**src/rtl/router_pkg.sv**
```systemverilog
// router_pkg: shared widths and header field layout for the router datapath
package router_pkg;
  localparam int DATA_WIDTH = 8;
  localparam int ADDR_LSB = 0;
  localparam int ADDR_MSB = 1;
  localparam int LEN_LSB = 2;
  localparam int LEN_MSB = 7;
  localparam logic [ADDR_MSB:ADDR_LSB] ADDR_INVALID = 2'b11;
  function automatic logic addr_ok(input logic [DATA_WIDTH-1:0] b);
    return b[ADDR_MSB:ADDR_LSB] != ADDR_INVALID;
  endfunction
  function automatic logic [LEN_MSB-LEN_LSB:0] hdr_len(input logic [DATA_WIDTH-1:0] b);
    return b[LEN_MSB:LEN_LSB];
  endfunction
endpackage

```
**src/rtl/router_reg_if.sv**
```systemverilog
// router_reg_if: FSM strobes, source byte and FIFO-side outputs of router_reg (err_cnt under ROUTER_REG_ERR_CNT_EN)
interface router_reg_if #(parameter int DATA_WIDTH = router_pkg::DATA_WIDTH);
  logic packet_valid, fifo_full;
  logic detect_add, lfd_state, ld_state, laf_state, full_state, rst_int_reg;
  logic parity_done, low_packet_valid, err;
  logic [DATA_WIDTH-1:0] datain, dout;
`ifdef ROUTER_REG_ERR_CNT_EN
  logic [7:0] err_cnt;
`endif
  modport master (
    output packet_valid, fifo_full, datain, detect_add, lfd_state, ld_state, laf_state, full_state, rst_int_reg,
    input dout, parity_done, low_packet_valid, err
`ifdef ROUTER_REG_ERR_CNT_EN
    , err_cnt
`endif
  );
  modport slave (
    input packet_valid, fifo_full, datain, detect_add, lfd_state, ld_state, laf_state, full_state, rst_int_reg,
    output dout, parity_done, low_packet_valid, err
`ifdef ROUTER_REG_ERR_CNT_EN
    , err_cnt
`endif
  );
endinterface

```
**src/rtl/router_parity_acc.sv**
```systemverilog
// router_parity_acc: running payload parity, captured parity byte and their compare
module router_parity_acc #(parameter int DATA_WIDTH = router_pkg::DATA_WIDTH) (
  input  logic                  clk,
  input  logic                  resetn,
  input  logic                  clr,
  input  logic                  acc_en,
  input  logic [DATA_WIDTH-1:0] acc_data,
  input  logic                  cap_en,
  input  logic [DATA_WIDTH-1:0] cap_data,
  input  logic                  chk,
  output logic                  err
);
  logic [DATA_WIDTH-1:0] int_parity, pkt_parity;
  always_ff @(posedge clk or negedge resetn)
    if (!resetn) begin
      int_parity <= '0;
      pkt_parity <= '0;
      err <= 1'b0;
    end else begin
      int_parity <= clr ? '0 : acc_en ? int_parity ^ acc_data : int_parity;
      pkt_parity <= clr ? '0 : cap_en ? cap_data : pkt_parity;
      err <= clr ? 1'b0 : chk ? int_parity != pkt_parity : err;
    end
endmodule

```
**src/rtl/router_reg.sv**
```systemverilog
// router_reg: router datapath register stage; ROUTER_REG_ERR_CNT_EN adds a saturating err_cnt
module router_reg #(parameter int DATA_WIDTH = router_pkg::DATA_WIDTH) (
  input logic       clk,
  input logic       resetn,
  router_reg_if.slave bus
);
  import router_pkg::*;
  logic [DATA_WIDTH-1:0] header_byte, ffs_byte;
  logic pd_q, pd_set, acc_en, cap_en;
  assign pd_set = (bus.ld_state & ~bus.fifo_full & ~bus.packet_valid) |
                  (bus.laf_state & bus.low_packet_valid & ~bus.parity_done);
  assign acc_en = bus.lfd_state | (bus.ld_state & bus.packet_valid & ~bus.full_state);
  assign cap_en = bus.ld_state & ~bus.packet_valid & ~bus.fifo_full;
  always_ff @(posedge clk or negedge resetn)
    if (!resetn) begin
      header_byte <= '0;
      ffs_byte <= '0;
      bus.dout <= '0;
      bus.parity_done <= 1'b0;
      bus.low_packet_valid <= 1'b0;
      pd_q <= 1'b0;
    end else begin
      if (bus.detect_add && bus.packet_valid && addr_ok(bus.datain)) header_byte <= bus.datain;
      if (bus.ld_state && bus.fifo_full) ffs_byte <= bus.datain;
      bus.dout <= bus.lfd_state ? header_byte :
                  (bus.ld_state && !bus.fifo_full) ? bus.datain :
                  bus.laf_state ? ffs_byte : bus.dout;
      bus.parity_done <= pd_set | (bus.parity_done & ~bus.detect_add);
      bus.low_packet_valid <= (bus.ld_state & ~bus.packet_valid) | (bus.low_packet_valid & ~bus.rst_int_reg);
      pd_q <= bus.parity_done;
    end
  router_parity_acc #(.DATA_WIDTH(DATA_WIDTH)) u_par (
    .clk(clk),
    .resetn(resetn),
    .clr(bus.detect_add),
    .acc_en(acc_en),
    .acc_data(bus.lfd_state ? header_byte : bus.datain),
    .cap_en(cap_en),
    .cap_data(bus.datain),
    .chk(bus.parity_done & ~pd_q),
    .err(bus.err)
  );
`ifdef ROUTER_REG_ERR_CNT_EN
  logic err_d;
  always_ff @(posedge clk or negedge resetn)
    if (!resetn) begin
      err_d <= 1'b0;
      bus.err_cnt <= '0;
    end else begin
      err_d <= bus.err;
      if (bus.err && !err_d && bus.err_cnt != 8'hFF) bus.err_cnt <= bus.err_cnt + 8'd1;
    end
`endif
endmodule

```
**src/flat_wrapper.sv**
```systemverilog
// flat-port wrapper written by rule: the top's interface ports become plain ports
module router_reg_flat import router_pkg::*;
#(parameter int DATA_WIDTH = router_pkg::DATA_WIDTH)
  (clk, resetn, bus_packet_valid, bus_fifo_full, bus_datain, bus_detect_add, bus_lfd_state, bus_ld_state, bus_laf_state, bus_full_state, bus_rst_int_reg, bus_dout, bus_parity_done, bus_low_packet_valid, bus_err);
  router_reg_if #(.DATA_WIDTH(DATA_WIDTH)) bus_i ();
  input logic clk;
  input logic resetn;
  input wire logic [$bits(bus_i.packet_valid)-1:0] bus_packet_valid;
  input wire logic [$bits(bus_i.fifo_full)-1:0] bus_fifo_full;
  input wire logic [$bits(bus_i.datain)-1:0] bus_datain;
  input wire logic [$bits(bus_i.detect_add)-1:0] bus_detect_add;
  input wire logic [$bits(bus_i.lfd_state)-1:0] bus_lfd_state;
  input wire logic [$bits(bus_i.ld_state)-1:0] bus_ld_state;
  input wire logic [$bits(bus_i.laf_state)-1:0] bus_laf_state;
  input wire logic [$bits(bus_i.full_state)-1:0] bus_full_state;
  input wire logic [$bits(bus_i.rst_int_reg)-1:0] bus_rst_int_reg;
  output wire logic [$bits(bus_i.dout)-1:0] bus_dout;
  output wire logic [$bits(bus_i.parity_done)-1:0] bus_parity_done;
  output wire logic [$bits(bus_i.low_packet_valid)-1:0] bus_low_packet_valid;
  output wire logic [$bits(bus_i.err)-1:0] bus_err;
  assign bus_i.packet_valid = bus_packet_valid;
  assign bus_i.fifo_full = bus_fifo_full;
  assign bus_i.datain = bus_datain;
  assign bus_i.detect_add = bus_detect_add;
  assign bus_i.lfd_state = bus_lfd_state;
  assign bus_i.ld_state = bus_ld_state;
  assign bus_i.laf_state = bus_laf_state;
  assign bus_i.full_state = bus_full_state;
  assign bus_i.rst_int_reg = bus_rst_int_reg;
  assign bus_dout = bus_i.dout;
  assign bus_parity_done = bus_i.parity_done;
  assign bus_low_packet_valid = bus_i.low_packet_valid;
  assign bus_err = bus_i.err;
  router_reg #(.DATA_WIDTH(DATA_WIDTH)) u_core (.clk(clk), .resetn(resetn), .bus(bus_i));
endmodule
```
**config.mk**
```make
export PLATFORM = sky130hd
export DESIGN_NAME = router_reg_flat
export DESIGN_NICKNAME = d
export VERILOG_FILES = /design/src/rtl/router_pkg.sv /design/src/rtl/router_reg_if.sv /design/src/rtl/router_parity_acc.sv /design/src/rtl/router_reg.sv /design/src/flat_wrapper.sv
export SDC_FILE = /design/constraint.sdc
export NUM_CORES = 1
export LEC_CHECK = 0
export ABC_AREA = 1
export BUFFER_PORTS_ARGS = -buffer_cell sky130_fd_sc_hd__clkbuf_2
export CAP_MARGIN = 10
export CORE_MARGIN = 3
export CORE_UTILIZATION = 36
export DETAILED_ROUTE_END_ITERATION = 10
export MAX_ROUTING_LAYER = met4
export PLACE_DENSITY = 0.55
export SLEW_MARGIN = 20
export SYNTH_ARGS = -nofsm -noshare
export SYNTH_HDL_FRONTEND = slang
export SYNTH_SLANG_ARGS = --single-unit
```
**constraint.sdc**
```tcl
create_clock -name clk -period 1.9 [get_ports clk]
set_clock_uncertainty 0.05 [all_clocks]
set_input_delay 0.57 -clock clk [delete_from_list [all_inputs] [get_ports clk]]
set_output_delay 0.57 -clock clk [all_outputs]
set_load 0.03 [all_outputs]
```
---- After elaboration in Yosys (flattened, before gate mapping) ----
Index checks and enable logic that the tools add are counted.
storage, ports and cells
  flip-flop bits (word level) ............. 44
  output and inout port bits .............. 11
  logic and storage cells ................. 53
  input port bits ......................... 18
operators by class
  reductions and logical operators ........ 9
  bitwise logic cells ..................... 23
  equal/unequal tests ..................... 2
  multiplexer cells ....................... 10
operators by type and width
  operator              number
  $mux W8               8
  $and A1 B1 Y1         11
  $ne A8 B8 Y1          1
  $xor A8 B8 Y8         1
  $not A1 Y1            7
  $reduce_bool A2 Y1    3
  $logic_and A1 B1 Y1   4
  $or A1 B1 Y1          4
  $reduce_bool A3 Y1    1
  $mux W1               2
  $ne A2 B2 Y1 const B  1
  $logic_not A1 Y1      1

---- Longest topological paths before layout ----
Gate-level depths: netlist (run 1).
  depth after elaboration ................. 5
  depth in mapped cells ................... 7
  depth with buffers taken out ............ 7

---- Cells and area by module ----
A second synthesis (run 1) with hierarchy kept.
second synthesis, totals
  cells, all modules ...................... 277
  area, all modules ....................... 2238.4 µm²
modules (own cells, without submodules)
  module             instances  sequential area each (µm²)  area each (µm²)  cells each
  router_reg         1          675.6                       1371.3           171
  router_parity_acc  1          425.4                       867.1            106

---- Worst setup path before layout (run 1) ----
OpenSTA, ideal clock, no wires.
  path kind ............................... in2reg
  start ................................... input port bus_fifo_full
  end ..................................... register u_core.bus.dout[5]
  buffers on the path ..................... 0
  data arrival time ....................... 1.170 ns
  stages .................................. 7
  slack ................................... 0.556 ns
  setup time .............................. 0.124 ns
  required time ........................... 1.726 ns
  path through ............................ inv_1 nand2_1 nand2_2 nor2_4 inv_2 nor2_1 a21oi_1
between the ends
  cells in the longest elaborated chain, start to end .. 4
  elaborated cells between the ends (all ways) .. 5
  classes of those cells .................. mux (2); reduce/logical (3)
RTL lines
  element                  RTL line             text
  from (decl)              flat_wrapper.sv:9    input wire logic [$bits(bus_i.fifo_full)-1:0] bus_fifo_full;
  $logic_not A1 Y1 (*)     router_reg.sv:26     (bus.ld_state && !bus.fifo_full) ? bus.datain :
  $logic_and A1 B1 Y1 (*)  router_reg.sv:26
  $mux W8                  router_reg.sv:26
  $mux W8                  router_reg.sv:25     bus.dout <= bus.lfd_state ? header_byte :
  to (signal assigned)     router_reg.sv:25
  to (decl)                router_reg_if.sv:19  output dout, parity_done, low_packet_valid, err
Mark *: on every way between the ends. The rest lies on a longest branch, timed or not.
A chain may end at the register's enable or synchronous reset.

---- Final worst setup path (run 1) ----
  start ................................... register u_core.bus.low_packet_valid
  end ..................................... output port bus_low_packet_valid
RTL lines
  element                 RTL line             text
  from (decl)             router_reg_if.sv:19
  from (signal assigned)  router_reg.sv:29     bus.low_packet_valid <= (bus.ld_state & ~bus.packet_valid) | (bus.low_packet_valid & ~bus.rst_int_reg);
  to (decl)               flat_wrapper.sv:19   output wire logic [$bits(bus_i.low_packet_valid)-1:0] bus_low_packet_valid;
No word-level cell between the ends.

==> results.cfg, run 1 <==
[outcome]
status = finished clean

[cells_and_area]
nFillCells = 562
fin_nets = 300
area.growth.synth_to_final_pct = 15.4
fin_cells = 352
multi_input_area_um2 = 813
antenna_cells = 0
ff_latch_area_um2 = 1100
drive_gt1_share_pct = 16.3

[route]
ant_nets = 0
firstDrtPassIters = 4
drc_errors = 0
wl_um = 4560
routedWlPerCell_um = 13.0
vias = 1724
drtIter0Drc = 39
vias_per_cell = 4.90

[timing]
drv_slew = 0
setup_viol_count_final = 0
min_period_ns = 1.49
fmaxAchievable_mhz = 669
finalHoldViolations = 0
fin_crit_sh_pct = 78.7
rsz0062_at_grt = false
relSlewSlack_pct = 68.1
tightest_slew_ns = 0.477
setup_tns_ns = 0

[cts]
cts_hold_repair.buffers = 0
cts_max_level = 2
cts.sinks = 44
clk_latency_ns = 0.29
cts_buffer_depth = 2
cts_tree = yes
post_cts_buffers = 0
cts_resized = 0
root_buffer = clkbuf_8
clk_pin_slew_ns = 0.08
cts_made_buffers = 5

[die]
start_util_pct = 38.7
core_area_um2 = 5300
die_x_um = 81.5
pin_count = 29
dieArea_um2 = 6640
rows = 26
die_h_um = 81.5

[logic_synthesis]
avgSynthCellArea_um2 = 8.24
ys_types = 18
synthTopCellsByArea = dfrtp_1 (54%), o21ai_0 (11%), nand2_1 (9.3%)
synthCells = 249
yosys_warnings = 0
synth.largest_area_cell = dfrtp_1
synth_area_um2 = 2050
ys_seq_elements = 44
syn_nets = 267
seq_area_frac_synth_pct = 53.7
synth_top_cell_area_share_pct = 53.7

[global_routing]
grt.overflow.total = 0
antenna_found_initial = 0
grt_max_degree = 45
first_global_vias = 1654
track_usage_pct = 15.8
grt_pass1_wl_um = 7840

[pwr]
vdd_drop_max_v = 0.000448
leakage_nw = 1.15
p_int_mw = 1.44
p_comb_share_pct = 20.2
switching_share_pct = 31.1
p_per_area_nw_per_um2 = 884
clkPwrFrac_pct = 26.3
pwr-share-seq_pct = 53.5
p_switching_mw = 0.650

[setup_path]
crit_family = flip-flops
cp_max_fo = 3
cp-end-kind = output port
cp.arrival_ns = 0.87
crit_buf_inv = 1
crit_path_cell_trace = clkbuf_2
slowest_delay_ns = 0.40
required_ns = 1.28
critPathSlowestCell = dfrtp_1
critical_path_class = reg -> out
worstSetupStartpointType = flip-flop

[place]
place_congestion = 0.746
hpwlAfterDp_um = 3350
placed_cells = 345
portBuffers = 28

[flow_run]
maxCapViolations = 0

[min_path]
hold_class = in -> async
flip-flops by register name, indices dropped and copies added, names as in the netlist:
name,count
u_core.bus.parity_done,1
u_core.bus.low_packet_valid,1
u_core.ffs_byte,8
u_core.u_par.pkt_parity,8
u_core.bus.dout,8
u_core.pd_q,1
u_core.u_par.err,1
u_core.u_par.int_parity,8
u_core.header_byte,8
kinds of logic (layout without fill, tap and decap cells):
group,after synthesis,count (layout),synth area share [%]
AO/OA/AOI/OAI,77,77,20.2
XOR/XNOR,3,3,1.28
flip-flops,44,44,53.7
AND/OR/NAND/NOR,92,92,18.2
buffers and inverters,33,66,6.65
cells in the final DEF, fill, tap and decap left out:
cell,netlist,routed
nand3_1,14,14
buf_12,0,1
nor2_4,1,1
o211ai_1,1,1
o211ai_2,1,1
xnor2_1,3,3
clkinv_2,0,1
clkbuf_1,2,1
nand2_1,51,51
o22ai_1,6,6
dfrtp_1,44,44
inv_1,23,23
buf_4,0,4
clkbuf_8,0,5
o21ai_4,1,1
a21oi_1,24,24
nand2_2,1,1
clkbuf_2,0,28
nor2_1,25,25
inv_2,3,3
o21ai_0,44,44
metrics by stage:
step           total power, mW  hold slack, ns  util [%]  setup slack [ns]  cell area, um2
6_report                  2.09           0.195      44.6             0.405            2370
5_1_grt                   2.22           0.208      44.6             0.361            2370
4_1_cts                   2.12           0.200      44.6             0.386            2370
3_5_place_dp              1.57           0.344      43.2             0.223            2290
3_3_place_gp              1.57           0.343      43.2             0.209            2290
2_1_floorplan             1.42           0.224         -             0.556            2050
power groups by stage:
stage | Combinational (mW) | Sequential (mW) | Clock, mW
after floorplan | 0.218 | 1.20 | 0
after global placement | 0.428 | 1.14 | 0
after detailed placement | 0.432 | 1.14 | 0
after CTS | 0.433 | 1.12 | 0.568
after global routing | 0.482 | 1.14 | 0.600
final | 0.424 | 1.12 | 0.550
cell usage after synthesis:
library cell and instances:
nand2_1 51, dfrtp_1 44, o21ai_0 44, nor2_1 25, a21oi_1 24, inv_1 23
nand3_1 14, o22ai_1 6, buf_2 4, inv_2 3, xnor2_1 3, clkbuf_1 2
buf_6 1, nand2_2 1, nor2_4 1, o211ai_1 1, o211ai_2 1, o21ai_4 1
per-layer routing:
layer | track usage (%) | vias to the layer above | share of wire, % | routed length (um)
met5 | - | - | 0 | 0
met4 | 4.05 | 0 | 1.1 | 48
met1 | 21.8 | 801 | 48 | 2210
li1 | - | 883 | - | -
met2 | 24.0 | 36 | 45 | 2070
met3 | 3.07 | 4 | 5.2 | 236
layout make-up:
cell class | instances | share of cell area [%]
Sequential cell | 44 | 46.5
Clock inverter | 1 | 0.211
Clock buffer | 6 | 3.07
Timing Repair Buffer | 33 | 8.03
Inverter | 26 | 4.12
Multi-Input combinational cell | 172 | 34.4
Tap cell | 70 | 3.70
final timing paths:
path                                             start                         end  slack (ns)  depth (start not counted)
hold / removal                                  resetn          u_core.bus.dout[4]        0.20                          2
min in group clk                u_core.bus.parity_done                 u_core.pd_q        0.36                          0
max in group asynchronous                       resetn  u_core.u_par.pkt_parity[6]        1.40                          2
setup reg to reg                u_core.bus.parity_done            u_core.u_par.err        0.75                          7
setup / recovery           u_core.bus.low_packet_valid        bus_low_packet_valid        0.41                          1
hold reg to reg                 u_core.bus.parity_done                 u_core.pd_q        0.36                          0
Note: power is estimated with default switching activity, not from simulation.
==> run 2, diff against run 1 <==
==> constraint.sdc (replaced) <==
create_clock -name clk -period 1.4 [get_ports clk]
set_clock_uncertainty 0.05 [all_clocks]
set_input_delay 0.42 -clock clk [delete_from_list [all_inputs] [get_ports clk]]
set_output_delay 0.42 -clock clk [all_outputs]
set_load 0.03 [all_outputs]
==> results.cfg, run 2 (synthesis results as in run 1) <==
[timing]
setup_viol_count_final = 0
finalHoldViolations = 0
relSlewSlack_pct = 68.7
hold_ws_ns = 0.0269
rsz0062_at_grt = false
fin_ws_ns = 0.0348
fmaxAchievable_mhz = 733
setup_tns_ns = 0
fin_crit_sh_pct = 97.5
min_period_ns = 1.37
drv_slew = 0
tightest_slew_ns = 0.469

[cells_and_area]
area.growth.synth_to_final_pct = 21.8
drive_gt1_share_pct = 19.2
antenna_cells = 0
layout_common_cells = nand2_1 (51), o21ai_0 (44), dfrtp_1 (44)
mostFrequentLayoutCell = nand2_1
fin_cells = 362
fin_nets = 309

[route]
vias = 1817
drc_errors = 0
highest_layer = met4
vias_per_cell = 5.02
ant_nets = 0
wl_met3_um = 260
wl_met1_um = 2330
wl_um = 4790
routedWlPerCell_um = 13.2
drtIter0Drc = 95
route.met2.wl_um = 2180
firstDrtPassIters = 4

[place]
portBuffers = 28
placed_cells = 352
hpwlAfterDp_um = 3440
dp_slack_ns = -0.0394
place_congestion = 0.728

[setup_path]
cp_max_fo = 3
slowest_delay_ns = 0.41
cp.arrival_ns = 0.90
crit_buf_inv = 1
crit_end = bus_low_packet_valid
critPathSlowestCell = dfrtp_1
critical_path_class = reg -> out
r2r-start = u_core.bus.parity_done
reg2reg_to = u_core.u_par.err
crit_path_cell_trace = clkbuf_4
cp-end-kind = output port
startpoint = u_core.bus.low_packet_valid
required_ns = 0.93
r2r_slack_ns = 0.20
reg2reg_depth = 7
crit_family = flip-flops
path_depth = 1
worstSetupStartpointType = flip-flop

[die]
start_util_pct = 38.7
pin_count = 29
die_x_um = 81.5
die_h_um = 81.5
rows = 26
dieArea_um2 = 6640
core_area_um2 = 5300

[cts]
clk_latency_ns = 0.30
cts_tree = yes
cts_max_level = 2
cts_buffer_depth = 2
clk_pin_slew_ns = 0.08
cts.sinks = 44
root_buffer = clkbuf_8
cts_hold_repair.buffers = 0
cts_made_buffers = 5

[min_path]
hold_class = in -> async

[global_routing]
antenna_found_initial = 0
grt.overflow.total = 0
first_global_vias = 1707
track_usage_pct = 17.0
grt_pass1_wl_um = 8350
grt_max_degree = 45

[pwr]
p_total_mw = 3.11
p_per_area_nw_per_um2 = 1240
leakage_nw = 1.22
vdd_drop_max_v = 0.000609

[outcome]
status = finished clean

[flow_run]
maxCapViolations = 0
==> run 2: cell count changes in the layout (fill, tap and decap cells not counted) <==
cell and change:
buf_4 +8, clkbuf_2 -3, clkbuf_4 +2, bufinv_16 +1, buf_12 +2
==> run 2: layer usage <==
metal  vias up  GRT usage (%)
met2        47           25.7
met5         -              -
met1       859           22.8
met4         0           4.05
met3         2           4.39
li1        909              -
==> run 2: power breakdown <==
| group | switching, mW | leakage, nW | total, mW | internal [mW] |
|---|---|---|---|---|
| Sequential | 0.104 | 0.558 | 1.52 | 1.42 |
| Clock | 0.435 | 0.0552 | 0.965 | 0.530 |
| Combinational | 0.385 | 0.604 | 0.619 | 0.234 |
| Total | 0.924 | 1.22 | 3.11 | 2.18 |
==> run 2: worst min path at each step <==
stage                                 startpoint                    end  slack [ns]  depth (start not counted)
after global routing                      resetn  u_core.header_byte[5]        0.04                          2
after floorplan                           resetn     u_core.bus.dout[0]        0.07                          0
after detailed placement  u_core.bus.parity_done            u_core.pd_q        0.34                          0
final                                     resetn  u_core.header_byte[5]        0.03                          2
after global placement    u_core.bus.parity_done            u_core.pd_q        0.34                          0
after CTS                                 resetn     u_core.bus.dout[2]        0.04                          2
==> run 2: final cells by class <==
cell class                 instances  area [um2]
inverter                          26        97.6
fill                             549        2810
timing repair buffer              42         290
clock inverter                     2        35.0
tap                               70        87.6
multi-input combinational        172         813
sequential                        44        1100
clock buffer                       6        72.6
==> run 2: repair_timing <==
| action | 4_1_cts | 5_1_grt |
|---|---|---|
| setup buffers | 0 | 2 |
| gates resized for setup | 0 | 7 |
| setup endpoints to repair | 0 | 3 |
==> run 2: stage by stage <==
stage	utilization, %	cell area [um2]
after floorplan	-	2050
after global placement	44.6	2370
after global routing	47.1	2500
after CTS	46.7	2470
final	47.1	2500
after detailed placement	44.6	2370
